--- config.mk ---
export PLATFORM = sky130hd
export DESIGN_NAME = window_scan_controller_flat
export DESIGN_NICKNAME = d
export VERILOG_FILES = /design/src/rtl/window_scan_if.sv /design/src/rtl/window_scan_controller.sv /design/src/flat_wrapper.sv
export SDC_FILE = /design/constraint.sdc
export NUM_CORES = 1
export LEC_CHECK = 0
export CORE_MARGIN = 3
export CORE_UTILIZATION = 54
export CTS_CLUSTER_SIZE = 16
export DETAILED_ROUTE_END_ITERATION = 16
export PLACE_DENSITY = 0.78
export SLEW_MARGIN = 5
export SYNTH_ARGS = -nofsm -noshare
export SYNTH_HDL_FRONTEND = slang
export SYNTH_SLANG_ARGS = --single-unit
--- constraint.sdc ---
create_clock -name clk -period 2.1 [get_ports clk]
set_input_delay 0.315 -clock clk [delete_from_list [all_inputs] [get_ports clk]]
set_output_delay 0.315 -clock clk [all_outputs]
set_load 0.01 [all_outputs]
--- src/rtl/window_scan_if.sv ---
// Stream-side bundle of the window scan controller: beat enable in,
// line-buffer addresses, window strobe and window coordinates out.
interface window_scan_if #(
    parameter int FILTER_SIZE  = 3,
    parameter int IMAGE_WIDTH  = 28,
    parameter int IMAGE_HEIGHT = 28,
    parameter int STRIDE_X     = 1,
    parameter int STRIDE_Y     = 1,
    parameter int CHANNELS     = 1
);
    localparam int DEPTH = (IMAGE_WIDTH - FILTER_SIZE + 1) * CHANNELS;
    localparam int OX_N  = (IMAGE_WIDTH - FILTER_SIZE) / STRIDE_X + 1;
    localparam int OY_N  = (IMAGE_HEIGHT - FILTER_SIZE) / STRIDE_Y + 1;
    localparam int AW    = (DEPTH > 1) ? $clog2(DEPTH) : 1;
    localparam int OXW   = (OX_N > 1) ? $clog2(OX_N) : 1;
    localparam int OYW   = (OY_N > 1) ? $clog2(OY_N) : 1;
    localparam int CW    = (CHANNELS > 1) ? $clog2(CHANNELS) : 1;

    logic           clk_en;
    logic [AW-1:0]  rd_addr;
    logic [AW-1:0]  wr_addr;
    logic           valid;
    logic [OXW-1:0] out_x;
    logic [OYW-1:0] out_y;
    logic [CW-1:0]  out_ch;
    logic           frame_done;

    modport master (
        output clk_en,
        input  rd_addr, wr_addr, valid,
        input  out_x, out_y, out_ch, frame_done
    );

    modport slave (
        input  clk_en,
        output rd_addr, wr_addr, valid,
        output out_x, out_y, out_ch, frame_done
    );
endinterface

--- src/rtl/window_scan_controller.sv ---
// Raster scan controller: circular line-buffer addressing plus a
// strided, channel-tagged window-valid strobe with frame wrap.
module window_scan_controller #(
    parameter int FILTER_SIZE  = 3,
    parameter int IMAGE_WIDTH  = 28,
    parameter int IMAGE_HEIGHT = 28,
    parameter int STRIDE_X     = 1,
    parameter int STRIDE_Y     = 1,
    parameter int CHANNELS     = 1
) (
    input  logic         clk,
    input  logic         rst,
    window_scan_if.slave bus
);
    localparam int K     = FILTER_SIZE;
    localparam int W     = IMAGE_WIDTH;
    localparam int H     = IMAGE_HEIGHT;
    localparam int DEPTH = (W - K + 1) * CHANNELS;
    localparam int OX_N  = (W - K) / STRIDE_X + 1;
    localparam int OY_N  = (H - K) / STRIDE_Y + 1;
    localparam int AW    = (DEPTH > 1) ? $clog2(DEPTH) : 1;
    localparam int OXW   = (OX_N > 1) ? $clog2(OX_N) : 1;
    localparam int OYW   = (OY_N > 1) ? $clog2(OY_N) : 1;
    localparam int CW    = (CHANNELS > 1) ? $clog2(CHANNELS) : 1;
    localparam int XW    = (W > 1) ? $clog2(W) : 1;
    localparam int YW    = (H > 1) ? $clog2(H) : 1;
    localparam int PXW   = (STRIDE_X > 1) ? $clog2(STRIDE_X) : 1;
    localparam int PYW   = (STRIDE_Y > 1) ? $clog2(STRIDE_Y) : 1;

    localparam logic [AW-1:0]  A_LAST  = AW'(DEPTH - 1);
    localparam logic [AW-1:0]  A_ONE   = AW'(1);
    localparam logic [AW-1:0]  RD_RST  = AW'((DEPTH > 1) ? 1 : 0);
    localparam logic [CW-1:0]  C_LAST  = CW'(CHANNELS - 1);
    localparam logic [CW-1:0]  C_ONE   = CW'(1);
    localparam logic [XW-1:0]  X_LAST  = XW'(W - 1);
    localparam logic [XW-1:0]  X_EDGE  = XW'(K - 1);
    localparam logic [XW-1:0]  X_ONE   = XW'(1);
    localparam logic [YW-1:0]  Y_LAST  = YW'(H - 1);
    localparam logic [YW-1:0]  Y_EDGE  = YW'(K - 1);
    localparam logic [YW-1:0]  Y_ONE   = YW'(1);
    localparam logic [PXW-1:0] PX_LAST = PXW'(STRIDE_X - 1);
    localparam logic [PXW-1:0] PX_ONE  = PXW'(1);
    localparam logic [PYW-1:0] PY_LAST = PYW'(STRIDE_Y - 1);
    localparam logic [PYW-1:0] PY_ONE  = PYW'(1);
    localparam logic [OXW-1:0] WX_ONE  = OXW'(1);
    localparam logic [OYW-1:0] WY_ONE  = OYW'(1);

    logic [CW-1:0]  ch;
    logic [XW-1:0]  x;
    logic [YW-1:0]  y;
    logic [PXW-1:0] px;
    logic [PYW-1:0] py;
    logic [OXW-1:0] wx;
    logic [OYW-1:0] wy;

    logic [AW-1:0]  rd_q;
    logic [AW-1:0]  wr_q;
    logic           valid_q;
    logic [OXW-1:0] ox_q;
    logic [OYW-1:0] oy_q;
    logic [CW-1:0]  och_q;
    logic           done_q;

    logic pos_end;
    logic row_end;
    logic frm_end;
    logic x_in;
    logic y_in;
    logic col_ok;
    logic row_ok;
    logic qual;

    always_comb begin
        pos_end = (ch == C_LAST);
        row_end = pos_end && (x == X_LAST);
        frm_end = row_end && (y == Y_LAST);
        x_in    = (x >= X_EDGE);
        y_in    = (y >= Y_EDGE);
        col_ok  = x_in && (px == '0);
        row_ok  = y_in && (py == '0);
        qual    = col_ok && row_ok;
    end

    always_ff @(posedge clk or posedge rst) begin
        if (rst) begin
            rd_q    <= RD_RST;
            wr_q    <= '0;
            valid_q <= 1'b0;
            ox_q    <= '0;
            oy_q    <= '0;
            och_q   <= '0;
            done_q  <= 1'b0;
            ch      <= '0;
            x       <= '0;
            y       <= '0;
            px      <= '0;
            py      <= '0;
            wx      <= '0;
            wy      <= '0;
        end else if (bus.clk_en) begin
            wr_q    <= (wr_q == A_LAST) ? '0 : wr_q + A_ONE;
            rd_q    <= (rd_q == A_LAST) ? '0 : rd_q + A_ONE;
            valid_q <= qual;
            done_q  <= frm_end;
            if (qual) begin
                ox_q  <= wx;
                oy_q  <= wy;
                och_q <= ch;
            end
            ch <= pos_end ? '0 : ch + C_ONE;
            // Column state advances once per pixel position
            if (pos_end) begin
                if (row_end) begin
                    x  <= '0;
                    px <= '0;
                    wx <= '0;
                end else begin
                    x <= x + X_ONE;
                    if (!x_in)
                        px <= '0;
                    else if (px == PX_LAST)
                        px <= '0;
                    else
                        px <= px + PX_ONE;
                    if (col_ok)
                        wx <= wx + WX_ONE;
                end
            end
            if (row_end) begin
                if (frm_end) begin
                    y  <= '0;
                    py <= '0;
                    wy <= '0;
                end else begin
                    y <= y + Y_ONE;
                    if (!y_in)
                        py <= '0;
                    else if (py == PY_LAST)
                        py <= '0;
                    else
                        py <= py + PY_ONE;
                    if (row_ok)
                        wy <= wy + WY_ONE;
                end
            end
        end else begin
            // Strobes are one-shot: a stalled cycle drops them
            valid_q <= 1'b0;
            done_q  <= 1'b0;
        end
    end

    assign bus.rd_addr    = rd_q;
    assign bus.wr_addr    = wr_q;
    assign bus.valid      = valid_q;
    assign bus.out_x      = ox_q;
    assign bus.out_y      = oy_q;
    assign bus.out_ch     = och_q;
    assign bus.frame_done = done_q;
endmodule

--- src/flat_wrapper.sv ---
// flat-port wrapper written by rule: the top's interface ports become plain ports
module window_scan_controller_flat 
#(
    parameter int FILTER_SIZE  = 3,
    parameter int IMAGE_WIDTH  = 28,
    parameter int IMAGE_HEIGHT = 28,
    parameter int STRIDE_X     = 1,
    parameter int STRIDE_Y     = 1,
    parameter int CHANNELS     = 1
)
  (clk, rst, bus_clk_en, bus_rd_addr, bus_wr_addr, bus_valid, bus_out_x, bus_out_y, bus_out_ch, bus_frame_done);
  window_scan_if #(.FILTER_SIZE(FILTER_SIZE), .IMAGE_WIDTH(IMAGE_WIDTH), .IMAGE_HEIGHT(IMAGE_HEIGHT), .STRIDE_X(STRIDE_X), .STRIDE_Y(STRIDE_Y), .CHANNELS(CHANNELS)) bus_i ();
  input  logic clk;
  input  logic rst;
  input wire logic [$bits(bus_i.clk_en)-1:0] bus_clk_en;
  output wire logic [$bits(bus_i.rd_addr)-1:0] bus_rd_addr;
  output wire logic [$bits(bus_i.wr_addr)-1:0] bus_wr_addr;
  output wire logic [$bits(bus_i.valid)-1:0] bus_valid;
  output wire logic [$bits(bus_i.out_x)-1:0] bus_out_x;
  output wire logic [$bits(bus_i.out_y)-1:0] bus_out_y;
  output wire logic [$bits(bus_i.out_ch)-1:0] bus_out_ch;
  output wire logic [$bits(bus_i.frame_done)-1:0] bus_frame_done;
  assign bus_i.clk_en = bus_clk_en;
  assign bus_rd_addr = bus_i.rd_addr;
  assign bus_wr_addr = bus_i.wr_addr;
  assign bus_valid = bus_i.valid;
  assign bus_out_x = bus_i.out_x;
  assign bus_out_y = bus_i.out_y;
  assign bus_out_ch = bus_i.out_ch;
  assign bus_frame_done = bus_i.frame_done;
  window_scan_controller #(.FILTER_SIZE(FILTER_SIZE), .IMAGE_WIDTH(IMAGE_WIDTH), .IMAGE_HEIGHT(IMAGE_HEIGHT), .STRIDE_X(STRIDE_X), .STRIDE_Y(STRIDE_Y), .CHANNELS(CHANNELS)) u_core (.clk(clk), .rst(rst), .bus(bus_i));
endmodule
After elaboration in Yosys (flattened, before gate mapping) --
Index checks and enable logic that the tools add are counted.
Operators by class: muxes and demuxes 17, $add $sub $neg 9, eq/ne operators 4, bitwise operators 3, multipliers 0, $lt $le $gt $ge 2, shifts and indexed selects 0, divide/modulo/power cells 0, reductions and logical operators 12
Operators by type and width (number):
- $mux W5 | 8
- $add A5 B1 Y5 const B | 6
- $eq A5 B5 Y1 const B | 4
- $ge A5 B2 Y1 const B | 2
- $mux W1 | 9
- $reduce_and A2 Y1 | 3
- $reduce_and A3 Y1 | 2
- $logic_and A1 B1 Y1 | 5
- $reduce_bool A2 Y1 | 2
- $add A1 B1 Y1 const B | 3
- $not A1 Y1 | 3
Storage, ports and cells: output and inout port bits 23, RAM bits 0, word-level logic and storage cells 61, memories 0, flip-flop bits (word level) 46, memory bits (read-only) 0, bits in latches 0

Logic depth before layout (Yosys ltp) --
depth after elaboration 5, gate-level depth with buffers 7, depth with buffers taken out 6

Worst setup path after synthesis --
No wires, ideal clock.
path kind register to register, start point register u_core.x[0], end point register u_core.ox_q[0], in the netlist u_core.bus.out_x[0], clock period less this slack 1874 ps, data required time 1973 ps, stages on the path, launching flop included 8, path buffers 1, setup time 127 ps, data arrival time 1747 ps, slack 226 ps, path through dfrtp_1 inv_1 ha_1 or4_1 o21ai_2 nor2_1 buf_6 mux2_1
Between the ends: cells in the longest elaborated chain, start to end 4
Ends and longest elaborated chain:
- start, declared | line window_scan_controller.sv:49 | logic [XW-1:0] x;
- start signal, assigned | line window_scan_controller.sv:118 | x <= x + X_ONE;
- $ge A5 B2 Y1 | line window_scan_controller.sv:77 | x_in = (x >= X_EDGE);
- $logic_and A1 B1 Y1 | line window_scan_controller.sv:79 | col_ok = x_in && (px == '0);
- $logic_and A1 B1 Y1 | line window_scan_controller.sv:81 | qual = col_ok && row_ok;
- $reduce_and A2 Y1 (no source line)
- end signal, assigned | line window_scan_controller.sv:106 | ox_q <= wx;
- end, declared | line window_scan_controller.sv:59 | logic [OXW-1:0] ox_q;
Every way passes these cells. A chain may end at the register's enable or synchronous reset.

Worst setup path after layout --
start point register u_core.x[1], end point register u_core.wy[3]
Between the ends: cells in the longest elaborated chain, start to end 5, elaborated cells between the ends (all ways) 6, classes of those cells eq/ne: 1; mux: 1; reduce/logical: 4
Ends and longest elaborated chain:
- $eq A5 B5 Y1 (*) | line window_scan_controller.sv:75 | row_end = pos_end && (x == X_LAST);
- $logic_and A1 B1 Y1 (*) | line window_scan_controller.sv:75
- $logic_and A1 B1 Y1 | line window_scan_controller.sv:76 | frm_end = row_end && (y == Y_LAST);
- $reduce_bool A2 Y1 (no source line)
- $reduce_and A3 Y1 (no source line)
- end signal, assigned | line window_scan_controller.sv:143 | wy <= wy + WY_ONE;
- end, declared | line window_scan_controller.sv:54 | logic [OYW-1:0] wy;
Mark *: on every way between the ends. The rest lies on a longest branch, timed or not.

==> impl_results.md <==
- Sequential share of the synthesized area: between 50% and 60%
- Grt total ovfl: 0
- Vias in the first global route: between 1000 and 1500
- Gpl congestion: roughly 0.9
- Critical setup path kind: reg2reg
- Syn Area/Cell: between 10 and 15 µm²
- 1st-iter DRT viols: 80
- RSZ-0062 raised after global routing: no
- Ports: 26
- GRT Total Usage: around a fifth
- Worst Path Max Fanout: 8
- Worst-Skew Late Latency: about 0.30 ns
- Syn. warnings: 0
- Cts-stage hold buffer count: 0
- Cell Chain, Critical Path: ha_1 -> nand2_1 -> or3_1 -> or4_1 -> a21oi_1
- Drt wl/cell: ~14 µm
- Setup Viol. Count Final: 0
- Clock slew at reported path FFs: about 0.09 ns
- First-pass GRT wire length: between 6 and 7 mm
- Final Hold Viols: 0
- Post-layout min period: just under 2 ns
- Share of cells above drive strength 1: 12.33%
- Total power per unit cell area: around 1300 nW/µm²
- Drc violations: 0
- Leakage: around 1.1 nW
- Worst Setup SP: u_core.x[1]
- Crit-path slowest cell: or4_1
- Starting Density: 59.04%
- PnR worst setup slack: ~0.17 ns
- Biggest cell delay along the critical path: approximately 0.49 ns
- Startpoint types: flop
- Mapped Area: 2063 µm²
- Max-cap violation count: 0
- Fin Setup TNS: 0 ns
- Syn Inst Count: 196
- Outcome: completed
- Data arrival time of the critical path: roughly 2.2 ns
- FF-to-FF Start: u_core.x[1]
- Ant diodes: 0
- Tcrit/Tclk final: ~92%
- Worst min-delay path class: in2async
- Antenna violations before repair: 0
- Final Hold Slack: roughly 0.44 ns
- Post-route ant nets: 0
- Dpl ws: -0.1246 ns
- Crit path buffers/inverters: 0
- Largest net degree at the start of global routing: 43
- Clock skew: between 0.007 and 0.008 ns
- Req. time, crit path: 2.33 ns
- TritonCTS buffer count: 5
- Total iterations of the first detailed-routing run: 4
- Setup crit end kind: flop
- Syn_nets: roughly 210
- Root Driver: clkbuf_8
- HPWL Detailed: approximately 2.8 mm
- Area Growth Syn to Fin: 19.53%
- Post-CTS Setup Bufs: 0
- Slew Limit Fails: 0
- Max_slew headroom: 61.79%
- Die Height: between 60 and 70 µm
- CTS tree: done
- Nets: between 200 and 250
- Max IR drop VDD: 0.0007532 V
- CP top delay family: simple AND/OR/NAND/NOR gates
- Max Root-Sink Buffers: 2
- # fillers: 250
- Placement row count: 21
- Placed Area: between 2000 and 2500 µm²
- Yosys reg bits: 42
- Clock Sinks: 42
- Die Area: approximately 4600 µm²
- Design Area, Final: around 2500 µm²
- Die X: 67.81 µm
- Routed vias: around 1600
- Vias/cell: just under 6
- Worst slew pin tran: between 0.5 and 0.6 ns
- Post-Route WL: just under 4 mm
- Port bufs: 24
- CTS H-tree depth: 2
- CORE AREA: between 3000 and 4000 µm²
- Max frequency: around 0.52 GHz
- Count of unique library cells instantiated by Yosys: between 40 and 50
logic make-up (layout without fill, tap and decap cells):
family / after synthesis / in the layout / share of synthesized area (%)
xor gates and xnor gates: 5 / 5 / 2.122
other: 1 / 1 / 0.1818
and+or+nand+nor: 71 / 71 / 18.50
muxes: 16 / 16 / 8.551
AOI/OAI and AO/OA: 33 / 33 / 9.642
DFF: 42 / 42 / 51.00
adders and majority gates: 10 / 10 / 6.064
buffers and inverters: 18 / 49 / 3.942
metrics by stage:
step / std cells / total power, mW / utilization (%)
2_1_floorplan: 196 / 2.076 / -
3_3_place_gp: 265 / 2.514 / 67.81
3_5_place_dp: 265 / 2.613 / 67.81
4_1_cts: 273 / 3.153 / 70.50
5_1_grt: 273 / 3.376 / 70.57
6_report: 273 / 3.139 / 70.57
flip-flops by register name, indices dropped and copies added (netlist names):
name and count:
u_core.bus.frame_done 1, u_core.bus.out_x 5, u_core.bus.out_y 5, u_core.bus.rd_addr 5, u_core.bus.valid 1, u_core.bus.wr_addr 5
u_core.wx 5, u_core.wy 5, u_core.x 5, u_core.y 5
path summary, 6_finish.rpt:
check                                         to  cells past startpoint  slack [ns]
hold reg to reg              u_core.bus.out_y[0]                      1        0.49
max in group asynchronous  u_core.bus.rd_addr[0]                      3        1.28
min in group clk             u_core.bus.out_y[0]                      1        0.49
hold / removal                      u_core.wx[0]                      3        0.44
setup reg to reg                    u_core.wy[3]                      5        0.17
setup / recovery                    u_core.wy[3]                      5        0.17
per-layer routing:
| metal | GRT usage [%] | up-vias | part of all wire, % |
|---|---|---|---|
| met5 | 0 | - | 0 |
| met4 | 8.933 | 0 | 1.5 |
| met1 | 24.89 | 775 | 45 |
| met2 | 31.71 | 42 | 49 |
| li1 | - | 759 | - |
| met3 | 3.448 | 8 | 4.3 |
repair_timing:
action | CTS | global route
gates resized for setup | 0 | 1
hold endpoints to repair | 0 | 0
setup endpoints to repair | 0 | 10
cell usage in the layout, fill, tap and decap left out, types with 4 or more instances in the layout:
cell             instances
ha_1                    10
clkdlybuf4s50_1         24
dfrtp_1                 41
o21ai_0                 14
inv_1                   10
a21oi_1                  7
xnor2_1                  4
or4_1                    6
mux2_1                   5
mux2_2                   8
clkbuf_8                 5
nand2_1                 15
or3_1                    5
buf_4                    7
nand3_1                 13
nor3_1                   4
nor2_1                  10
cells in the mapped netlist:
library cell   n  area (µm²)
dfrtp_1       41        1026
nand2_1       15       56.30
o21ai_0       14       70.07
nand3_1       13       65.06
nor2_1        11       41.29
ha_1          10       125.1
inv_1         10       37.54
mux2_2         8       90.09
a21oi_1        7       35.03
or4_1          6       45.04
mux2_1         5       56.30
or3_1          5       31.28
nor3_1         4       20.02
xnor2_1        4       35.03
clkbuf_1       3       11.26
mux2i_1        3       30.03
nor4_1         3       18.77
o211ai_1       3       22.52
a21o_1         2       15.01
a22o_1         2       17.52
and3_1         2       12.51
and4b_1        2       20.02
buf_2          2       10.01
nand3b_1       2       15.01
nand4_1        2       12.51
o31ai_1        2       15.01
a211oi_1       1       7.510
a21boi_0       1       7.510
and4_1         1       8.760
buf_1          1       3.750
buf_4          1       7.510
buf_6          1       11.26
conb_1         1       3.750
dfstp_2        1       26.28
nand2_2        1       6.260
nand2b_1       1       6.260
nand4b_1       1       8.760
nor2_2         1       6.260
nor3b_1        1       7.510
o21ai_2        1       8.760
xor2_1         1       8.760
report_power, final:
part           internal, mW  switching (mW)  total [mW]
Clock                 0.240           0.297       0.537
Combinational         0.648           0.565        1.21
Sequential             1.07           0.316        1.39
Total                  1.96            1.18        3.14
final cells by class:
class,instances,area (µm²),area share (%)
multi-input cells,136,932.1,37.80
clock inverters,3,25.02,1.015
flip-flops and latches,42,1052,42.67
repair buffers,31,292.8,11.87
well taps,46,57.56,2.334
clock buffers,5,68.82,2.790
inverters,10,37.54,1.522
worst min-delay path: stages:
cell	delay [ns]
clkdlybuf4s50_1	0.40
inv_1	0.05
buf_4	0.43
No activity file was read; power rests on OpenSTA's default activity.
